===== src/rtl/fifo_pkg.sv =====
// Shared definitions for the FIFO controller slice: sizing helpers, defaults and pointer type.
package fifo_pkg;

    function automatic int clog2(input int value);
        int result;
        result = 0;
        while ((1 << result) < value) begin
            result = result + 1;
        end
        return result;
    endfunction

    localparam int FIFO_DEPTH_DEF  = 8;
    localparam int DATA_W          = 8;
    localparam int FIFO_ADDR_W_DEF = clog2(FIFO_DEPTH_DEF);

    // One extra bit beyond the address distinguishes full from empty.
    typedef logic [FIFO_ADDR_W_DEF:0] ptr_t;

endpackage


===== src/rtl/fifo_mem_ctrl_if.sv =====
// Producer/consumer handshake plus memory sequencing and status signals of the FIFO controller.
interface fifo_mem_ctrl_if #(
    parameter int ADDR_W = 3
) ();
    logic              push_i;
    logic              pop_i;
    logic              flush_i;
    logic              mem_wr_en_o;
    logic [ADDR_W-1:0] mem_wr_addr_o;
    logic              mem_rd_en_o;
    logic [ADDR_W-1:0] mem_rd_addr_o;
    logic              rd_valid_o;
    logic              full_o;
    logic              empty_o;
    logic              almost_full_o;
    logic              almost_empty_o;
    logic [ADDR_W:0]   count_o;
    logic              overflow_o;
    logic              underflow_o;

    modport master (
        output push_i, pop_i, flush_i,
        input  mem_wr_en_o, mem_wr_addr_o, mem_rd_en_o, mem_rd_addr_o, rd_valid_o,
        input  full_o, empty_o, almost_full_o, almost_empty_o, count_o,
        input  overflow_o, underflow_o
    );

    modport slave (
        input  push_i, pop_i, flush_i,
        output mem_wr_en_o, mem_wr_addr_o, mem_rd_en_o, mem_rd_addr_o, rd_valid_o,
        output full_o, empty_o, almost_full_o, almost_empty_o, count_o,
        output overflow_o, underflow_o
    );
endinterface


===== src/rtl/fifo_ptr.sv =====
// Wrapping (ADDR_W+1)-bit FIFO pointer; exposes its next-state value and the memory address bits.
module fifo_ptr
    import fifo_pkg::*;
#(
    parameter int ADDR_W = FIFO_ADDR_W_DEF
) (
    input  logic              clk,
    input  logic              rst,
    input  logic              inc_i,
    input  logic              clr_i,
    output logic [ADDR_W:0]   ptr_d_o,
    output logic [ADDR_W-1:0] addr_o
);

    logic [ADDR_W:0] ptr_q;
    logic [ADDR_W:0] ptr_d;

    always_comb begin
        ptr_d = ptr_q;
        if (clr_i) begin
            ptr_d = '0;
        end else if (inc_i) begin
            ptr_d = ptr_q + 1'b1;
        end
    end

    always_ff @(posedge clk) begin
        if (rst) begin
            ptr_q <= '0;
        end else begin
            ptr_q <= ptr_d;
        end
    end

    assign ptr_d_o = ptr_d;
    assign addr_o  = ptr_q[ADDR_W-1:0];

endmodule


===== src/rtl/fifo_mem_ctrl.sv =====
// Circular-buffer controller for the dual-port memory: pointers, enables, registered status, sticky errors.
module fifo_mem_ctrl
    import fifo_pkg::*;
#(
    parameter int DEPTH    = FIFO_DEPTH_DEF,
    parameter int ADDR_W   = clog2(DEPTH),
    parameter int AF_LEVEL = 6,
    parameter int AE_LEVEL = 2
) (
    input  logic            clk,
    input  logic            rst,
    fifo_mem_ctrl_if.slave  bus
);

    localparam logic [ADDR_W:0] DEPTH_C = (ADDR_W+1)'(DEPTH);
    localparam logic [ADDR_W:0] AF_C    = (ADDR_W+1)'(AF_LEVEL);
    localparam logic [ADDR_W:0] AE_C    = (ADDR_W+1)'(AE_LEVEL);

    logic            pop_acc;
    logic            push_acc;
    logic [ADDR_W:0] wr_ptr_d;
    logic [ADDR_W:0] rd_ptr_d;
    logic [ADDR_W:0] count_d;

    logic [ADDR_W:0] count_q;
    logic            full_q;
    logic            empty_q;
    logic            af_q;
    logic            ae_q;
    logic            rd_valid_q;
    logic            overflow_q;
    logic            underflow_q;

    // A pop frees the slot a simultaneous push needs, so push may proceed while full.
    assign pop_acc  = bus.pop_i && !empty_q && !bus.flush_i;
    assign push_acc = bus.push_i && (!full_q || pop_acc) && !bus.flush_i;

    fifo_ptr #(.ADDR_W(ADDR_W)) u_wr_ptr (
        .clk     (clk),
        .rst     (rst),
        .inc_i   (push_acc),
        .clr_i   (bus.flush_i),
        .ptr_d_o (wr_ptr_d),
        .addr_o  (bus.mem_wr_addr_o)
    );

    fifo_ptr #(.ADDR_W(ADDR_W)) u_rd_ptr (
        .clk     (clk),
        .rst     (rst),
        .inc_i   (pop_acc),
        .clr_i   (bus.flush_i),
        .ptr_d_o (rd_ptr_d),
        .addr_o  (bus.mem_rd_addr_o)
    );

    assign count_d = wr_ptr_d - rd_ptr_d;

    // Status is derived from next-state pointers so it is glitch-free and aligned with the pointers.
    always_ff @(posedge clk) begin
        if (rst) begin
            count_q     <= '0;
            full_q      <= 1'b0;
            empty_q     <= 1'b1;
            af_q        <= 1'b0;
            ae_q        <= 1'b1;
            rd_valid_q  <= 1'b0;
            overflow_q  <= 1'b0;
            underflow_q <= 1'b0;
        end else begin
            count_q     <= count_d;
            full_q      <= (count_d == DEPTH_C);
            empty_q     <= (count_d == '0);
            af_q        <= (count_d >= AF_C);
            ae_q        <= (count_d <= AE_C);
            rd_valid_q  <= pop_acc;
            overflow_q  <= overflow_q  | (bus.push_i && !push_acc && !bus.flush_i);
            underflow_q <= underflow_q | (bus.pop_i  && !pop_acc  && !bus.flush_i);
        end
    end

    assign bus.mem_wr_en_o    = push_acc;
    assign bus.mem_rd_en_o    = pop_acc;
    assign bus.rd_valid_o     = rd_valid_q;
    assign bus.full_o         = full_q;
    assign bus.empty_o        = empty_q;
    assign bus.almost_full_o  = af_q;
    assign bus.almost_empty_o = ae_q;
    assign bus.count_o        = count_q;
    assign bus.overflow_o     = overflow_q;
    assign bus.underflow_o    = underflow_q;

endmodule


===== src/flat_wrapper.sv =====
// flat-port wrapper written by rule: the top's interface ports become plain ports
module fifo_mem_ctrl_flat import fifo_pkg::*;
#(
    parameter int DEPTH    = FIFO_DEPTH_DEF,
    parameter int ADDR_W   = clog2(DEPTH),
    parameter int AF_LEVEL = 6,
    parameter int AE_LEVEL = 2
)
  (clk, rst, bus_push_i, bus_pop_i, bus_flush_i, bus_mem_wr_en_o, bus_mem_wr_addr_o, bus_mem_rd_en_o, bus_mem_rd_addr_o, bus_rd_valid_o, bus_full_o, bus_empty_o, bus_almost_full_o, bus_almost_empty_o, bus_count_o, bus_overflow_o, bus_underflow_o);
  fifo_mem_ctrl_if #(.ADDR_W(ADDR_W)) bus_i ();
  input  logic clk;
  input  logic rst;
  input wire logic [$bits(bus_i.push_i)-1:0] bus_push_i;
  input wire logic [$bits(bus_i.pop_i)-1:0] bus_pop_i;
  input wire logic [$bits(bus_i.flush_i)-1:0] bus_flush_i;
  output wire logic [$bits(bus_i.mem_wr_en_o)-1:0] bus_mem_wr_en_o;
  output wire logic [$bits(bus_i.mem_wr_addr_o)-1:0] bus_mem_wr_addr_o;
  output wire logic [$bits(bus_i.mem_rd_en_o)-1:0] bus_mem_rd_en_o;
  output wire logic [$bits(bus_i.mem_rd_addr_o)-1:0] bus_mem_rd_addr_o;
  output wire logic [$bits(bus_i.rd_valid_o)-1:0] bus_rd_valid_o;
  output wire logic [$bits(bus_i.full_o)-1:0] bus_full_o;
  output wire logic [$bits(bus_i.empty_o)-1:0] bus_empty_o;
  output wire logic [$bits(bus_i.almost_full_o)-1:0] bus_almost_full_o;
  output wire logic [$bits(bus_i.almost_empty_o)-1:0] bus_almost_empty_o;
  output wire logic [$bits(bus_i.count_o)-1:0] bus_count_o;
  output wire logic [$bits(bus_i.overflow_o)-1:0] bus_overflow_o;
  output wire logic [$bits(bus_i.underflow_o)-1:0] bus_underflow_o;
  assign bus_i.push_i = bus_push_i;
  assign bus_i.pop_i = bus_pop_i;
  assign bus_i.flush_i = bus_flush_i;
  assign bus_mem_wr_en_o = bus_i.mem_wr_en_o;
  assign bus_mem_wr_addr_o = bus_i.mem_wr_addr_o;
  assign bus_mem_rd_en_o = bus_i.mem_rd_en_o;
  assign bus_mem_rd_addr_o = bus_i.mem_rd_addr_o;
  assign bus_rd_valid_o = bus_i.rd_valid_o;
  assign bus_full_o = bus_i.full_o;
  assign bus_empty_o = bus_i.empty_o;
  assign bus_almost_full_o = bus_i.almost_full_o;
  assign bus_almost_empty_o = bus_i.almost_empty_o;
  assign bus_count_o = bus_i.count_o;
  assign bus_overflow_o = bus_i.overflow_o;
  assign bus_underflow_o = bus_i.underflow_o;
  fifo_mem_ctrl #(.DEPTH(DEPTH), .ADDR_W(ADDR_W), .AF_LEVEL(AF_LEVEL), .AE_LEVEL(AE_LEVEL)) u_core (.clk(clk), .rst(rst), .bus(bus_i));
endmodule

===== config.mk =====
export PLATFORM = sky130hd
export DESIGN_NAME = fifo_mem_ctrl_flat
export DESIGN_NICKNAME = d
export VERILOG_FILES = /design/src/rtl/fifo_pkg.sv /design/src/rtl/fifo_mem_ctrl_if.sv /design/src/rtl/fifo_ptr.sv /design/src/rtl/fifo_mem_ctrl.sv /design/src/flat_wrapper.sv
export SDC_FILE = /design/constraint.sdc
export NUM_CORES = 1
export LEC_CHECK = 0
export ABC_AREA = 1
export BUFFER_PORTS_ARGS = -buffer_cell sky130_fd_sc_hd__buf_2
export CORE_MARGIN = 3
export CORE_UTILIZATION = 55
export CTS_BUF_LIST = sky130_fd_sc_hd__clkbuf_16
export DETAILED_ROUTE_END_ITERATION = 8
export PLACE_DENSITY_LB_ADDON = 0.08
export SETUP_SLACK_MARGIN = 0.3
export SLEW_MARGIN = 10
export SYNTH_ARGS = -nofsm -noshare
export SYNTH_HDL_FRONTEND = slang
export SYNTH_SLANG_ARGS = --single-unit

===== constraint.sdc =====
create_clock -name clk -period 3.45 [get_ports clk]
set_clock_uncertainty 0.05 [all_clocks]
set_input_delay 0.1725 -clock clk [delete_from_list [all_inputs] [get_ports clk]]
set_output_delay 0.1725 -clock clk [all_outputs]
set_load 0.1 [all_outputs]

==> impl_metrics.csv, run 1 <==
group,metric,value,unit
outcome,outcome,"finished, final reports clean",
timing,fin_tns_setup,0,ps
timing,worstMarginPinSlew,517,ps
setup_path,path_class,"flop to flop",
floorplanning,core-area,0.00161,mm²
clock_network,clock_path_buffers,2,
clock_network,clock_sinks,19,
global_routing,antenna_found_initial,0,
synth,yosysSeqAreaShare,0.374,
placement,dp_hpwl,1570,µm
clock_network,cts.clk_slew.worst_paths,50,ps
clock_network,numCtsBuffers,3,
synth,synthMuxAreaShare,0,
timing,hold_ws,166,ps
pwr,cell_internal_pwr,0.419,mW
synth,ys_types,26,
placement,globalplace.congestion,0.793,
synth,syn_area,0.00102,mm²
global_routing,grt_pass1_wl,3700,µm
clock_network,holdBufCountCts,0,
timing,slew_headroom,0.652,
clock_network,cts_resized,0,
floorplanning,initial_core_util,0.630,
synth,synth_fp_nets,143,
placement,place.port_buffers,23,
setup_path,reg2reg_setup_slack,1010,ps
layout,syn_to_final_growth,17.0,%
detailed_routing,drt-total-wl,2040,µm
pwr,switchingPower,0.239,mW
setup_path,worst_path_most_repeated_cell,"nand2_1",
setup_path,endpoint_kind,"flop",
synth,synth_compound_area_frac,0.0603,
synth,synth_top_family_by_area,"simple AND/OR/NAND/NOR gates",
pwr,irDropWorstVdd,0.356,mV
setup_path,arrival,2530,ps
synth,synthXorXnorAreaFrac,0.00862,
synth,synth-simple-area-share,0.314,
pwr,powerDensity,553,mW/mm²
pwr,p_sw_frac,0.364,
detailed_routing,via_per_inst,4.77,
detailed_routing,drc,0,
pwr,seqPwrFrac,0.365,
timing,slew_violations,0,
floorplanning,dieArea,0.00240,mm²
timing,final_hold_viol_count,0,
layout,antenna_cells,0,
setup_path,crit_path_cell_trace,"inv_1, nand3_4, nand2_4, nand2_1, o21ai_0, inv_1, ha_1, nand3b_1, nand2_1, nand4_1, nand2_1, nand2_2, nand3_4, o21ai_1",
synth,synthAdderAreaFrac,0.0813,
layout,nets,163,
setup_path,worstPathMaxFanout,5,
pwr,clkPwrFrac,0.352,
detailed_routing,num_vias,835,
clock_network,cts-root-buf,"clkbuf_16",
floorplanning,rows,14,
floorplanning,pin_count,24,
setup_path,timing.rr.end,"u_core.bus.almost_full_o",
synth,yosysWarnings,0,
timing,fin_crit,2440,ps
synth,syn_inst,132,
clock_network,tritoncts,"built",
global_routing,grt_pass1_vias,832,
detailed_routing,antenna_left,0,
setup_path,slowest_delay,430,ps
pwr,power.leakage,0.625,nW
global_routing,grt_max_degree,17,
timing,rsz0062_at_grt,"false",
detailed_routing,dr.first_iter.drc_count,10,
global_routing,overflow,0,
timing,fin_crit_sh,0.708,
setup_path,critPathSlowestCell,"o21ai_0",
clock_network,cts_setup_buffers,0,
timing,fmax,0.409,GHz
hold_path,hold_end,"u_core.u_wr_ptr.ptr_q[2]",
setup_path,start_kind,"flop",
timing,finalSetupViolations,0,
pwr,total_power,0.658,mW
setup_path,r2r_start,"u_core.bus.empty_o",
hold_path,min-delay-path-class,"primary input to flop",
floorplanning,die_y,49.0,µm
clock_network,h-tree-depth,1,
hold_path,hp-start,"bus_flush_i",
setup_path,cp.required,3530,ps
layout,final_util,0.738,
detailed_routing,drt_pre_antenna_iters,4,
synth,synth-seq-cells,19,
setup_path,r2r_cells,14,
job,cap_violations,0,
global_routing,grt_usage,0.191,
detailed_routing,wl_per_cell,11.7,µm
layout,drive_above_1_share,0.291,
clock_network,clk_latency,250,ps
pwr,p_comb_frac,0.283,
placement,dp.cells,171,
layout,final_cell_count_no_fill,175,
synth,syn_area_per_cell,7.70,µm²
hold_path,hold_path_depth,2,
floorplanning,dieWidth,49.0,µm
stage by stage:
stage / worst slack (ps) / instance area [µm²]
2_1_floorplan: 397 / 1020
3_3_place_gp: 1120 / 1110
3_5_place_dp: 1070 / 1110
4_1_cts: 993 / 1190
5_1_grt: 721 / 1190
6_report: 1010 / 1190
worst max-delay path: cells and delay by family (launching register included):
kind	cells	cell delay, ps
simple gates	9	920
fa+ha+maj	1	300
buf+inv	2	230
compound gates	2	500
flops	1	320
logic make-up (layout without fill, tap and decap cells):
family / after synthesis / after routing
AOI/OAI and AO/OA: 11 / 11
xor gates and xnor gates: 1 / 1
DFF: 19 / 19
and+or+nand+nor: 58 / 58
adders and majority gates: 6 / 6
buffers and inverters: 37 / 56
power groups by stage:
stage / Clock (mW) / Sequential (mW) / Combinational [mW]
after floorplan: 0 / 0.326 / 0.0775
after global placement: 0 / 0.244 / 0.184
after detailed placement: 0 / 0.245 / 0.186
after CTS: 0.235 / 0.240 / 0.187
after global routing: 0.244 / 0.242 / 0.197
final: 0.232 / 0.240 / 0.186
worst max-delay path by stage:
stage | end | startpoint | cells after the start | slack [ps]
3_3_place_gp | u_core.bus.almost_empty_o | u_core.bus.empty_o | 17 | 1120
2_1_floorplan | u_core.bus.empty_o | u_core.bus.full_o | 16 | 400
3_5_place_dp | u_core.bus.almost_empty_o | u_core.bus.empty_o | 15 | 1070
5_1_grt | u_core.bus.almost_full_o | u_core.bus.empty_o | 14 | 720
6_report | u_core.bus.almost_full_o | u_core.bus.empty_o | 14 | 1010
4_1_cts | u_core.bus.almost_full_o | u_core.bus.empty_o | 14 | 990
cells in the final DEF, fill, tap and decap left out, drive strengths merged:
cell type / Yosys / routed
a21oi: 4 / 4
a31o: 1 / 1
buf: 6 / 23
clkbuf: 2 / 3
dfxtp: 19 / 19
fa: 1 / 1
ha: 5 / 5
inv: 29 / 30
nand2: 21 / 21
nand3: 14 / 14
nand3b: 1 / 1
nand4: 2 / 2
nor2: 17 / 17
nor3: 2 / 2
nor4: 1 / 1
o21ai: 5 / 5
o31ai: 1 / 1
xnor2: 1 / 1
state kept, by name, indices dropped and copies added, names as in the netlist:
name	count
u_core.bus.count_o	4
u_core.u_rd_ptr.ptr_q	4
u_core.u_wr_ptr.ptr_q	4
u_core.bus.almost_empty_o	1
u_core.bus.almost_full_o	1
u_core.bus.empty_o	1
u_core.bus.full_o	1
u_core.bus.overflow_o	1
u_core.bus.rd_valid_o	1
u_core.bus.underflow_o	1
area by class of cell:
type                    instances  area [µm²]
well taps                      24        30.0
flip-flops and latches         19         382
inverters                      29         111
clock buffers                   3        75.1
fillers                       142         423
clock inverters                 1        3.75
repair buffers                 23         115
multi-input cells              76         472
Yosys cell counts:
cell type   n  area share
a31o_2      1      0.0086
nand2_2     4       0.025
a21oi_1     4       0.020
o31ai_1     1      0.0074
nor2_1     15       0.055
dfxtp_1    19        0.37
buf_4       6       0.044
nand3_4     2       0.034
fa_1        1       0.020
nand3_1     9       0.044
nand2_1    15       0.055
ha_1        5       0.062
nand2_4     2       0.022
o21ai_1     1      0.0049
clkbuf_1    2      0.0074
nand3b_1    1      0.0074
inv_2       2      0.0074
nor3_1      2      0.0099
xnor2_1     1      0.0086
nand3_2     3       0.030
nor4_1      1      0.0062
nand4_1     2       0.012
o21ai_0     4       0.020
inv_4       1      0.0062
inv_1      26       0.096
nor2_2      2       0.012
routing by layer:
| layer | track usage | routed length (µm) | vias to the layer above |
|---|---|---|---|
| li1 | - | - | 442 |
| met1 | 0.233 | 962 | 365 |
| met2 | 0.326 | 948 | 21 |
| met3 | 0.0367 | 84 | 7 |
| met4 | 0.0806 | 48 | 0 |
| met5 | 0 | 0 | - |
(Power assumes the default switching activity.)
==> run 2, diff against run 1 <==
- CORE_UTILIZATION: 55 -> 51
- clock period: 3.45 -> 2.35 ns (I/O delays scaled with it)
==> run 2 against run 1 <==
Setup slack worse by 910 ps. Register-to-register slack worse by 910 ps. Clock power up 47%. Design area up 9.6%.
==> impl_metrics.csv, run 2 (synthesis gave the netlist of run 1 again) <==
group,metric,value,unit
placement,dp.cells,172,
layout,fillers,149,
clock_network,holdBufCountCts,0,
job,cap_violations,0,
global_routing,grt_pass1_vias,869,
clock_network,tritoncts,"built",
clock_network,clk_latency,250,ps
hold_path,min-delay-path-class,"primary input to flop",
detailed_routing,via_per_inst,4.89,
floorplanning,dieArea,0.00256,mm²
global_routing,top_usage_layer,"met2",
clock_network,cts-root-buf,"clkbuf_16",
detailed_routing,antenna_left,0,
global_routing,grt_util_met3,0.0445,
layout,syn_to_final_growth,28.2,%
floorplanning,rows,15,
global_routing,grt_pass1_wl,3680,µm
pwr,power.leakage,0.631,nW
detailed_routing,num_vias,876,
global_routing,overflow,0,
detailed_routing,wl_per_cell,12.3,µm
setup_path,crit_path_cell_trace,"inv_4, nand3_4, nand2_4, nand2_4, nand3_1, o21ai_2, inv_2, ha_4, fa_2, xnor2_2, inv_1, nor2_2, inv_1, o31ai_1, inv_1, nand2_1, inv_1",
layout,antenna_cells,0,
global_routing,grt_usage,0.195,
clock_network,clock_path_buffers,2,
timing,rsz0062_at_grt,"true",
clock_network,h-tree-depth,1,
timing,worstMarginPinSlew,494,ps
pwr,irDropWorstVdd,0.585,mV
placement,dp_hpwl,1610,µm
timing,slew_headroom,0.673,
timing,finalSetupViolations,0,
global_routing,antenna_found_initial,0,
setup_path,slowest_delay,400,ps
placement,globalplace.congestion,0.840,
floorplanning,pin_count,24,
timing,fin_tns_setup,0,ps
timing,fin_crit_sh,0.958,
layout,nets,166,
floorplanning,core-area,0.00180,mm²
detailed_routing,dr.first_iter.drc_count,9,
layout,final_cell_count_no_fill,179,
detailed_routing,drt-total-wl,2200,µm
pwr,powerDensity,763,mW/mm²
timing,slew_violations,0,
setup_path,cp.required,2450,ps
layout,drive_above_1_share,0.435,
floorplanning,initial_core_util,0.564,
layout,final_common_cell,"buf_2",
layout,final_util,0.723,
timing,hold_ws,146,ps
global_routing,grt_max_degree,17,
timing,fin_crit,2250,ps
setup_path,worst_path_most_repeated_cell,"inv_1",
setup_path,arrival,2350,ps
detailed_routing,drt_pre_antenna_iters,2,
setup_path,path_class,"flop to flop",
outcome,outcome,"finished, final reports clean",
clock_network,cts.clk_slew.worst_paths,50,ps
setup_path,reg2reg_setup_slack,100,ps
timing,fmax,0.444,GHz
clock_network,clock_sinks,19,
setup_path,worstPathMaxFanout,4,
clock_network,numCtsBuffers,3,
floorplanning,dieWidth,50.6,µm
global_routing,gr-usage-met1,0.228,
detailed_routing,drc,0,
layout,final_cell_mix,"23 x buf_2, 22 x inv_1, 17 x dfxtp_1",
setup_path,critPathSlowestCell,"fa_2",
setup_path,endpoint_kind,"flop",
placement,place.port_buffers,23,
floorplanning,die_y,50.6,µm
timing,final_hold_viol_count,0,
global_routing,use_met2,0.326,
pwr,total_power,0.994,mW
setup_path,start_kind,"flop",
==> run 2: area by class of cell <==
| type | count | area, µm² | area share |
|---|---|---|---|
| multi-input combinational | 76 | 548 | 0.421 |
| tap | 25 | 31.3 | 0.0240 |
| clock inverter | 1 | 3.75 | 0.00288 |
| inverter | 29 | 121 | 0.0932 |
| timing repair buffer | 26 | 138 | 0.106 |
| clock buffer | 3 | 75.1 | 0.0576 |
| sequential | 19 | 385 | 0.296 |
==> run 2: metal layers <==
metal,vias up,part of all wire
li1,449,-
met1,409,0.44
met2,13,0.51
met3,5,0.029
met4,0,0.022
met5,-,0
==> run 2: repair_timing <==
item	in CTS	in global routing
resized for setup	5	11
setup buffers	3	0
hold endpoints to repair	0	0
endpoints found under the setup margin	5	6
pin swaps	2	7
==> run 2: final timing paths <==
kind	startpoint	to	depth (start not counted)
max	u_core.bus.empty_o	u_core.bus.almost_empty_o	17
min	bus_flush_i	u_core.u_wr_ptr.ptr_q[2]	2
max reg2reg	u_core.bus.empty_o	u_core.bus.almost_empty_o	17
min reg2reg	u_core.bus.underflow_o	u_core.bus.underflow_o	2
==> run 2: critical path, delay by kind of cell (launching register included) <==
kind            cells  cell delay [ps]
fa+ha+maj           2              560
xor+xnor            1              170
compound gates      2              140
flops               1              360
simple gates        6              520
buf+inv             6              340
==> run 2: report_power, final <==
group / leakage, nW / internal, mW / switching (mW)
clock: 0.0423 / 0.226 / 0.114
sequential: 0.155 / 0.344 / 0.0125
combinational: 0.434 / 0.0593 / 0.238
total: 0.631 / 0.629 / 0.365
==> run 2: per-stage QoR <==
stage | cell area (µm²) | setup WS [ps]
finish | 1300 | 99.0
detailed placement | 1140 | 72.8
floorplan | 1040 | -353
global placement | 1140 | 121
global route | 1300 | -75.5
CTS | 1250 | 123
